`src/rtl/fetch_unit_if.sv`:
```
// Fetch unit signal bundle: instruction memory read port, execute redirect and
// the valid/ready queue output toward decode.
interface fetch_unit_if #(
  parameter int PC_WIDTH    = 18,
  parameter int INSTR_WIDTH = 32
);
  logic                   imem_req;
  logic [PC_WIDTH-1:0]    imem_addr;
  logic [INSTR_WIDTH-1:0] imem_rdata;
  logic                   redirect_valid;
  logic [PC_WIDTH-1:0]    redirect_pc;
  logic                   out_valid;
  logic                   out_ready;
  logic [PC_WIDTH-1:0]    out_pc;
  logic [INSTR_WIDTH-1:0] out_instr;

  modport master (
    output imem_req, imem_addr, out_valid, out_pc, out_instr,
    input  imem_rdata, redirect_valid, redirect_pc, out_ready
  );

  modport slave (
    input  imem_req, imem_addr, out_valid, out_pc, out_instr,
    output imem_rdata, redirect_valid, redirect_pc, out_ready
  );
endinterface

```
`src/rtl/fetch_unit.sv`:
```
// Instruction fetch front end: owns the PC, issues reads to a 1-cycle
// synchronous instruction memory and queues {pc, instr} pairs for decode.
module fetch_unit #(
  parameter int                  PC_WIDTH    = 18,
  parameter int                  INSTR_WIDTH = 32,
  parameter int                  DEPTH       = 4,
  parameter int                  PC_STEP     = 4,
  parameter logic [PC_WIDTH-1:0] RESET_PC    = '0
) (
  input logic          clk,
  input logic          reset,
  fetch_unit_if.master bus
);
  localparam int                  PTR_W = $clog2(DEPTH);
  localparam int                  CNT_W = $clog2(DEPTH + 1);
  localparam logic [CNT_W-1:0]    FULL  = CNT_W'(DEPTH);
  localparam logic [CNT_W:0]      LIMIT = (CNT_W + 1)'(DEPTH);
  localparam logic [PC_WIDTH-1:0] STEP  = PC_WIDTH'(PC_STEP);

  logic [PC_WIDTH-1:0]    pc;
  logic [PC_WIDTH-1:0]    rsp_pc;
  logic                   rsp_pending;
  logic [PTR_W-1:0]       rd_ptr;
  logic [PTR_W-1:0]       wr_ptr;
  logic [CNT_W-1:0]       count;
  logic [PC_WIDTH-1:0]    pc_mem    [DEPTH];
  logic [INSTR_WIDTH-1:0] instr_mem [DEPTH];

  logic                   issue;
  logic                   push;
  logic                   pop;
  logic                   valid;
  logic [CNT_W:0]         inflight;

  // NOTE: every always_comb target gets a value before any condition, so no latch can be inferred.
  always_comb begin
    inflight = {1'b0, count} + {{CNT_W{1'b0}}, rsp_pending};
    valid    = (count != '0);
    // Space check uses registered state only, keeping out_ready off the request path.
    issue    = !reset && !bus.redirect_valid && (inflight < LIMIT);
    push     = rsp_pending && !bus.redirect_valid;
    pop      = valid && bus.out_ready;
  end

  assign bus.imem_req  = issue;
  assign bus.imem_addr = pc;
  assign bus.out_valid = valid;
  assign bus.out_pc    = pc_mem[rd_ptr];
  assign bus.out_instr = instr_mem[rd_ptr];

  // NOTE: sequential state uses non-blocking assignments so every register sees pre-edge values.
  always_ff @(posedge clk) begin
    if (reset) begin
      pc          <= RESET_PC;
      rsp_pc      <= '0;
      rsp_pending <= 1'b0;
      rd_ptr      <= '0;
      wr_ptr      <= '0;
      count       <= '0;
      // NOTE: storage is reset so the head fields read as zero while the queue is empty after reset.
      for (int i = 0; i < DEPTH; i++) begin
        pc_mem[i]    <= '0;
        instr_mem[i] <= '0;
      end
    end else begin
      rsp_pending <= issue;
      if (issue) begin
        rsp_pc <= pc;
      end

      if (bus.redirect_valid) begin
        // Flush: in-flight response is dropped, queue emptied, PC retargeted.
        pc     <= bus.redirect_pc;
        count  <= '0;
        rd_ptr <= wr_ptr;
      end else begin
        if (issue) begin
          pc <= pc + STEP;
        end
        if (push) begin
          pc_mem[wr_ptr]    <= rsp_pc;
          instr_mem[wr_ptr] <= bus.imem_rdata;
          wr_ptr            <= wr_ptr + PTR_W'(1);
        end
        if (pop) begin
          rd_ptr <= rd_ptr + PTR_W'(1);
        end
        case ({push, pop})
          2'b10:   count <= count + CNT_W'(1);
          2'b01:   count <= count - CNT_W'(1);
          default: count <= count;
        endcase
      end
    end
  end

  // The issue rule reserves a slot for every outstanding response.
  always_ff @(posedge clk) begin
    if (!reset && push && !pop) begin
      assert (count != FULL) else $error("fetch_unit: instruction queue overflow");
    end
  end
endmodule

```
`src/flat_wrapper.sv`:
```
// flat-port wrapper written by rule: the top's interface ports become plain ports
module fetch_unit_flat 
#(
  parameter int                  PC_WIDTH    = 18,
  parameter int                  INSTR_WIDTH = 32,
  parameter int                  DEPTH       = 4,
  parameter int                  PC_STEP     = 4,
  parameter logic [PC_WIDTH-1:0] RESET_PC    = '0
)
  (clk, reset, bus_imem_req, bus_imem_addr, bus_out_valid, bus_out_pc, bus_out_instr, bus_imem_rdata, bus_redirect_valid, bus_redirect_pc, bus_out_ready);
  fetch_unit_if #(.PC_WIDTH(PC_WIDTH), .INSTR_WIDTH(INSTR_WIDTH)) bus_i ();
  input logic clk;
  input logic reset;
  output wire logic [$bits(bus_i.imem_req)-1:0] bus_imem_req;
  output wire logic [$bits(bus_i.imem_addr)-1:0] bus_imem_addr;
  output wire logic [$bits(bus_i.out_valid)-1:0] bus_out_valid;
  output wire logic [$bits(bus_i.out_pc)-1:0] bus_out_pc;
  output wire logic [$bits(bus_i.out_instr)-1:0] bus_out_instr;
  input wire logic [$bits(bus_i.imem_rdata)-1:0] bus_imem_rdata;
  input wire logic [$bits(bus_i.redirect_valid)-1:0] bus_redirect_valid;
  input wire logic [$bits(bus_i.redirect_pc)-1:0] bus_redirect_pc;
  input wire logic [$bits(bus_i.out_ready)-1:0] bus_out_ready;
  assign bus_imem_req = bus_i.imem_req;
  assign bus_imem_addr = bus_i.imem_addr;
  assign bus_out_valid = bus_i.out_valid;
  assign bus_out_pc = bus_i.out_pc;
  assign bus_out_instr = bus_i.out_instr;
  assign bus_i.imem_rdata = bus_imem_rdata;
  assign bus_i.redirect_valid = bus_redirect_valid;
  assign bus_i.redirect_pc = bus_redirect_pc;
  assign bus_i.out_ready = bus_out_ready;
  fetch_unit #(.PC_WIDTH(PC_WIDTH), .INSTR_WIDTH(INSTR_WIDTH), .DEPTH(DEPTH), .PC_STEP(PC_STEP), .RESET_PC(RESET_PC)) u_core (.clk(clk), .reset(reset), .bus(bus_i));
endmodule
```
`config.mk`:
```
export PLATFORM = sky130hd
export DESIGN_NAME = fetch_unit_flat
export DESIGN_NICKNAME = d
export VERILOG_FILES = /design/src/rtl/fetch_unit_if.sv /design/src/rtl/fetch_unit.sv /design/src/flat_wrapper.sv
export SDC_FILE = /design/constraint.sdc
export NUM_CORES = 1
export LEC_CHECK = 0
export ABC_AREA = 1
export CAP_MARGIN = 20
export CORE_UTILIZATION = 35
export CTS_CLUSTER_SIZE = 40
export DETAILED_ROUTE_END_ITERATION = 16
export PLACE_DENSITY = 0.61
export SYNTH_ARGS = -nofsm -noshare
export SYNTH_HDL_FRONTEND = slang
export SYNTH_SLANG_ARGS = --single-unit
```
`constraint.sdc`:
```
create_clock -name clk -period 7.2 [get_ports clk]
set_input_delay 1.44 -clock clk [delete_from_list [all_inputs] [get_ports clk]]
set_output_delay 1.44 -clock clk [all_outputs]
set_load 0.02 [all_outputs]
```
==> metrics, run 1 <==
PostCTS Resize Cnt=0; number of antenna diodes=0; CP Launch Type=primary input; highest clock rate=183 MHz; fin crit share=75.7%; Reg area=6930 sq um; Hold Path Class=flip-flop to flip-flop; FP Rows=65; Syn-to-layout area delta=20.7%; Synth Net Count=approximately 1,200; area of the multi-input gates=3400 sq um; Vias=7,934; CP endpoint kind=output port; Routed WL per cell=16.5 um; synthesized area per cell=around 10 sq um; Worst Setup Path Type=primary input to output port; hold_buf cts=0; Largest stage delay, worst path=0.84 ns; boundary pin count=124; Crit-path slowest cell=clkdlybuf4s50_1; die area=32,600 sq um; RSZ-0062 raised after global routing=false; Post-route DRC=0; critical path, cell by cell=clkdlybuf4s50_1, nor2_4, nand3_4, clkinv_2, clkdlybuf4s50_1; internal power=2500 uW; Power Density=245 nW/um^2; ys flop type=edfxtp_1; TritonCTS Sinks=246; layout cells sized above 1=12.0%; final wirelength=26,700 um; die height=181 um; hpwl dp=about 14,000 um; clock share of power=38.3%; Sum Neg Setup Slack=0 ns; Die Span X=about 180 um; CTS Buffer Depth=3; antenna-violating nets left=0; Crit Path Max Fanout=39; largest net degree at the start of global routing=102; Post-synth EDFFs=200; worst path bufs/invs=3; vias per cell=between 4 and 5; max cap viols=0; GP Congestion=approximately 0.8; Worst slew margin=23.7%; CTS root buffer=clkbuf_16; Final min period=between 5 and 6 ns; Pins Over Slew Limit=0; Comb pwr share=~12%; switching pwr=803 uW; setup repair bufs after CTS=0; initial antenna violation count=0; Setup Skew=0.00922 ns; status=finished, final reports clean; WHS=0.447 ns; FILL cells=2,995; Final Hold Viols=0; Initial Util=35.5%; Mapped Area=11,200 sq um; Yosys reg bits=246; overall routing resource usage=16.4%; cell family with most CP delay=buffers and inverters; clock slew at reported path FFs=0.06 ns; Post-Synthesis Cells=around 1,100; synth unique cells=32; Sequential Power Share=49.6%; switch share=24.3%; Worst Max-Slew Pin Slew=1.14 ns; global route overflow=0; fin cells=1,623; WP data required=between 5 and 6 ns; Layout Nets=1,262; H-tree depth=1; maximum VDD drop=a little under 0.2 mV; Seq/Total Area, Yosys=between 60% and 70%; Final setup viols=0; P_leak=roughly 0.0047 uW; Post-Place Cells=1,579; core area=around 31,000 sq um; warnings from Yosys=0; CTS tree=done; PortBufs=roughly 120; cell mode on critical path=clkdlybuf4s50_1; CTS Buf Count=26; vias in the first global route=8,046; Pwr Total=about 3300 uW; post-layout util=42.8%; first-pass GRT wire length=42,200 um; Async SR Flop Fraction=0%; r2r setup slk=4.78 ns; worst skew pair latency=0.52 ns; critical path arrival=~4 ns; initial drt markers=about 610; drt first pass iters=6
[cell families after synthesis]
kind of cell | Yosys count | share of synthesized area, %
simple gates | 410 | 17.8
xor+xnor | 5 | 0.392
fa+ha+maj | 3 | 0.404
compound gates | 236 | 11.4
buf+inv | 211 | 8.00
flops | 246 | 62.1
[cells in the final DEF (no fill, tap or decap), types with 2 or more instances in the layout]
| cell | count |
|---|---|
| nand4_1 | 3 |
| clkinv_1 | 2 |
| clkbuf_1 | 9 |
| clkbuf_16 | 26 |
| edfxtp_1 | 200 |
| a21oi_1 | 35 |
| o21ai_1 | 20 |
| nand2_4 | 2 |
| nand3_1 | 21 |
| inv_2 | 37 |
| bufinv_16 | 2 |
| ha_1 | 2 |
| nor2_1 | 277 |
| clkinv_2 | 5 |
| dfxtp_1 | 44 |
| o21a_1 | 2 |
| nor2_4 | 51 |
| xor2_1 | 4 |
| o21ai_0 | 119 |
| o211ai_1 | 2 |
| clkdlybuf4s50_1 | 123 |
| inv_1 | 106 |
| o22ai_1 | 51 |
| a22oi_1 | 2 |
| o21ai_4 | 2 |
| buf_4 | 8 |
| nand2_2 | 3 |
| nand2_1 | 49 |
[cell type report]
type	count	area share (%)
Clock buffer	36	5.18
Clock inverter	8	0.734
Inverter	146	4.12
Multi-Input combinational cell	654	25.2
Sequential cell	246	51.4
Tap cell	402	3.73
Timing Repair Buffer	131	9.58
[worst paths after layout]
path | from | cells past startpoint | endpoint
setup / recovery | reset | 5 | bus_imem_req
setup reg to reg | u_core.rsp_pending | 5 | u_core.pc_mem[0][10]
hold / removal | u_core.count[2] | 1 | u_core.count[2]
hold reg to reg | u_core.count[2] | 1 | u_core.count[2]
[cells in the mapped netlist (3+ instances only)]
library cell | n | share of area [%]
inv_1 | 107 | 3.6
o21ai_0 | 121 | 5.4
a21oi_1 | 35 | 1.6
nand4_1 | 3 | 0.17
o22ai_1 | 51 | 2.9
buf_2 | 8 | 0.36
buf_6 | 12 | 1.2
nor2_1 | 277 | 9.3
nand2_1 | 52 | 1.7
nand3_1 | 22 | 0.99
inv_2 | 38 | 1.3
clkbuf_1 | 45 | 1.5
edfxtp_1 | 200 | 54
nor2_4 | 51 | 5.1
dfxtp_1 | 46 | 8.3
xor2_1 | 4 | 0.31
o21ai_1 | 20 | 0.90
[registers in the layout, summed over array words and instances (netlist names), named ones only]
signal and count:
u_core.bus.imem_addr 18, u_core.instr_mem 128, u_core.count 3, u_core.rsp_pc 18, u_core.wr_ptr 2, u_core.pc_mem 72
u_core.rsp_pending 1, u_core.rd_ptr 2
[power by group through the flow]
| stage | registers, uW | logic [uW] | clock network [uW] |
|---|---|---|---|
| global route | 1640 | 431 | 1340 |
| finish | 1640 | 397 | 1260 |
| global placement | 1660 | 400 | 0 |
| floorplan | 1660 | 224 | 0 |
| CTS | 1640 | 405 | 1290 |
| detailed placement | 1670 | 403 | 0 |
[through the flow]
stage | instance area [sq um] | setup slack (ns)
6_report | 13500 | 1.75
5_1_grt | 13500 | 1.56
4_1_cts | 13500 | 1.73
3_5_place_dp | 12700 | 1.75
3_3_place_gp | 12700 | 1.77
2_1_floorplan | 11200 | 1.29
[per-layer routing]
metal  wire length (um)  GRT usage [%]
met1              11800           20.9
met2              13300           29.5
met3               1100           2.12
met4                441           3.76
met5                  0              0
[worst reg2reg max path, delay by kind of cell, from the launching register on]
family        cells  cell delay, ns
flops             1            0.34
simple gates      4            0.95
buf+inv           1            0.58
No activity file was read; power rests on OpenSTA's default activity.
==> run 2: changes to the inputs <==
Settings changed: PLACE_DENSITY 0.61 to 0.63.
Clock period 7.2 ns to 4.9 ns, I/O delays scaled along.
==> run 2 against run 1 <==
Effect of this change: final area grew 0.87%; clock power grew 49%; sequential share of layout area shrank 0.45 points; register-to-register slack lost 2.5 ns; final cell count grew 0.86%; global-route usage shrank 0.17 points; non-clock buffer count grew 11; critical path depth is the same; sequential power grew 46%; critical path type is now flip-flop to output port; critical endpoint is now bus_out_pc[7]; highest routed layer unchanged.
==> metrics, run 2 (synthesis gave the netlist of run 1 again) <==
Reg area=6930 sq um (unchanged); Vias=7,896 (-0.48%); WP depth=5 (unchanged); Layout Nets=1,273 (+0.87%); die height=181 um (unchanged); global route overflow=0 (unchanged); initial drt markers=525 (-14%); number of antenna diodes=0 (unchanged); maximum VDD drop=0.264 mV (+33%); drt first pass iters=5 (-1); critical path, cell by cell=clkinv_2, buf_4, o21ai_0, o22ai_1, clkdlybuf4s50_1; status=finished, final reports clean; Final setup viols=0 (unchanged); Setup Skew=0.0146 ns (+0.00537 ns); Post-route DRC=0 (unchanged); GP Congestion=0.780 (-1.4%); core area=31,500 sq um (unchanged); Largest regs=u_core.instr_mem x128, u_core.pc_mem x72; Syn-to-layout area delta=21.8%; area of the multi-input gates=3390 sq um (-0.15%); commonest non-fill, non-tap cell in the layout=nor2_1; Biggest register=u_core.instr_mem; CP Launch Type=flip-flop; H-tree depth=1 (unchanged); R2R cell count=5 (unchanged); final worst setup slack=0.738 ns (-1.01 ns); TritonCTS Sinks=246 (unchanged); CTS Buf Count=26 (unchanged); Worst slew margin=31.5% (+7.8 points); Crit Path Max Fanout=44 (+13%); Crit-path slowest cell=dfxtp_4; Power Density=359 nW/um^2 (+47%); hold_buf cts=0 (unchanged); boundary pin count=124 (unchanged); antenna-violating nets left=0 (unchanged); P_leak=0.00480 uW (+1.3%); Pins Over Slew Limit=0 (unchanged); Routed WL per cell=16.2 um (-1.4%); PostCTS Resize Cnt=0 (unchanged); vias in the first global route=7,938 (-1.3%); vias per cell=4.82 (-1.3%); largest net degree at the start of global routing=61 (-40%); final wirelength=26,600 um (-0.59%); crit path capture=bus_out_pc[7]; WP data required=3.92 ns (-1.84 ns); Final Hold Viols=0 (unchanged); RSZ-0062 raised after global routing=false; PortBufs=123 (unchanged); Initial Util=35.5% (unchanged); setup repair bufs after CTS=0 (unchanged); worst skew pair latency=0.53 ns (about the same); r2r setup slk=2.25 ns (-2.53 ns); overall routing resource usage=16.2% (-0.17 points); worst path bufs/invs=3 (unchanged); CTS tree=done; Pwr Total=4870 uW (+48%); FILL cells=3,009 (+0.47%); Critical R2R Capture=u_core.instr_mem[1][4]; max cap viols=0 (unchanged); fin crit share=84.9%; initial antenna violation count=0 (unchanged); pre-CTS setup slack=1.07 ns (-0.680 ns); Largest register FFs=128 (unchanged); highest clock rate=between 200 and 250 MHz; die area=32,600 sq um (unchanged); highest-count cells in the layout ignoring fill and taps=nor2_1 (277), edfxtp_1 (200), clkdlybuf4s50_1 (123), o21ai_0 (119), inv_1 (106); critical path arrival=3.18 ns (-0.83 ns); first-pass GRT wire length=42,100 um (-0.23%); CTS Buffer Depth=3 (unchanged); Worst Setup Path Type=flip-flop to output port; CTS root buffer=clkbuf_16; clock slew at reported path FFs=0.07 ns (about the same); cell family with most CP delay=buffers and inverters; Hold Path Class=flip-flop to flip-flop; RR Startpoint=u_core.wr_ptr[1]; Largest stage delay, worst path=0.63 ns (-0.21 ns); Final min period=between 4 and 5 ns; Worst Max-Slew Pin Slew=1.02 ns (-0.121 ns); hpwl dp=15,300 um (+5.7%); WHS=0.450 ns (+0.00248 ns); FP Rows=65 (unchanged); CP endpoint kind=output port; Die Span X=181 um (unchanged); layout cells sized above 1=12.9% (+0.92 points)
-- run 2: changes by cell type in the layout (fill, tap and decap cells not counted), sizes merged --
cell      delta
clkinv       +1
buf         +11
clkinvlp     +2
bufinv       -1
clkbuf       +1
-- run 2: worst reg2reg max path: stages, from the launching register on --
cell	delay [ns]
dfxtp_1	0.32
inv_1	0.18
nand2_2	0.06
buf_4	0.34
o21ai_4	0.89
buf_4	0.51
-- run 2: final cells by class --
type / instances / area share [%]
Clock buffer: 37 / 5.47
Clock inverter: 10 / 0.543
Inverter: 146 / 4.09
Multi-Input combinational cell: 654 / 24.9
Sequential cell: 246 / 51.0
Tap cell: 402 / 3.70
Timing Repair Buffer: 142 / 10.3
-- run 2: worst min-delay path by stage --
stage | depth (start not counted) | startpoint | to | slack [ns]
floorplan | 1 | u_core.count[2] | u_core.count[2] | 0.42
global route | 1 | u_core.count[2] | u_core.count[2] | 0.46
global placement | 1 | u_core.count[2] | u_core.count[2] | 0.44
detailed placement | 1 | u_core.count[2] | u_core.count[2] | 0.44
CTS | 1 | u_core.count[2] | u_core.count[2] | 0.45
finish | 1 | u_core.count[2] | u_core.count[2] | 0.45
-- run 2: stage by stage --
step	TNS, ns	instance area, sq um	util (%)	cells
floorplan	-37.06	11200	-	1111
global placement	0	12700	40.5	1589
detailed placement	0	12700	40.5	1589
CTS	0	13600	43.1	1636
global route	0	13600	43.2	1637
finish	0	13600	43.2	1637
-- run 2: power breakdown --
part / leakage (uW) / total (uW) / internal, uW / switching (uW)
Clock: 0.000393 / 1880 / 1100 / 781
Sequential: 0.00244 / 2400 / 2350 / 45.7
Combinational: 0.00197 / 596 / 226 / 370
-- run 2: layer usage --
layer	routed length [um]	part of all wire, %	GRT usage (%)	up-vias
met1	11900	45	21.7	3735
met4	517	1.9	4.27	0
met2	12700	48	27.3	217
met3	1420	5.3	2.73	37
met5	0	0	0	-
li1	-	-	-	3907
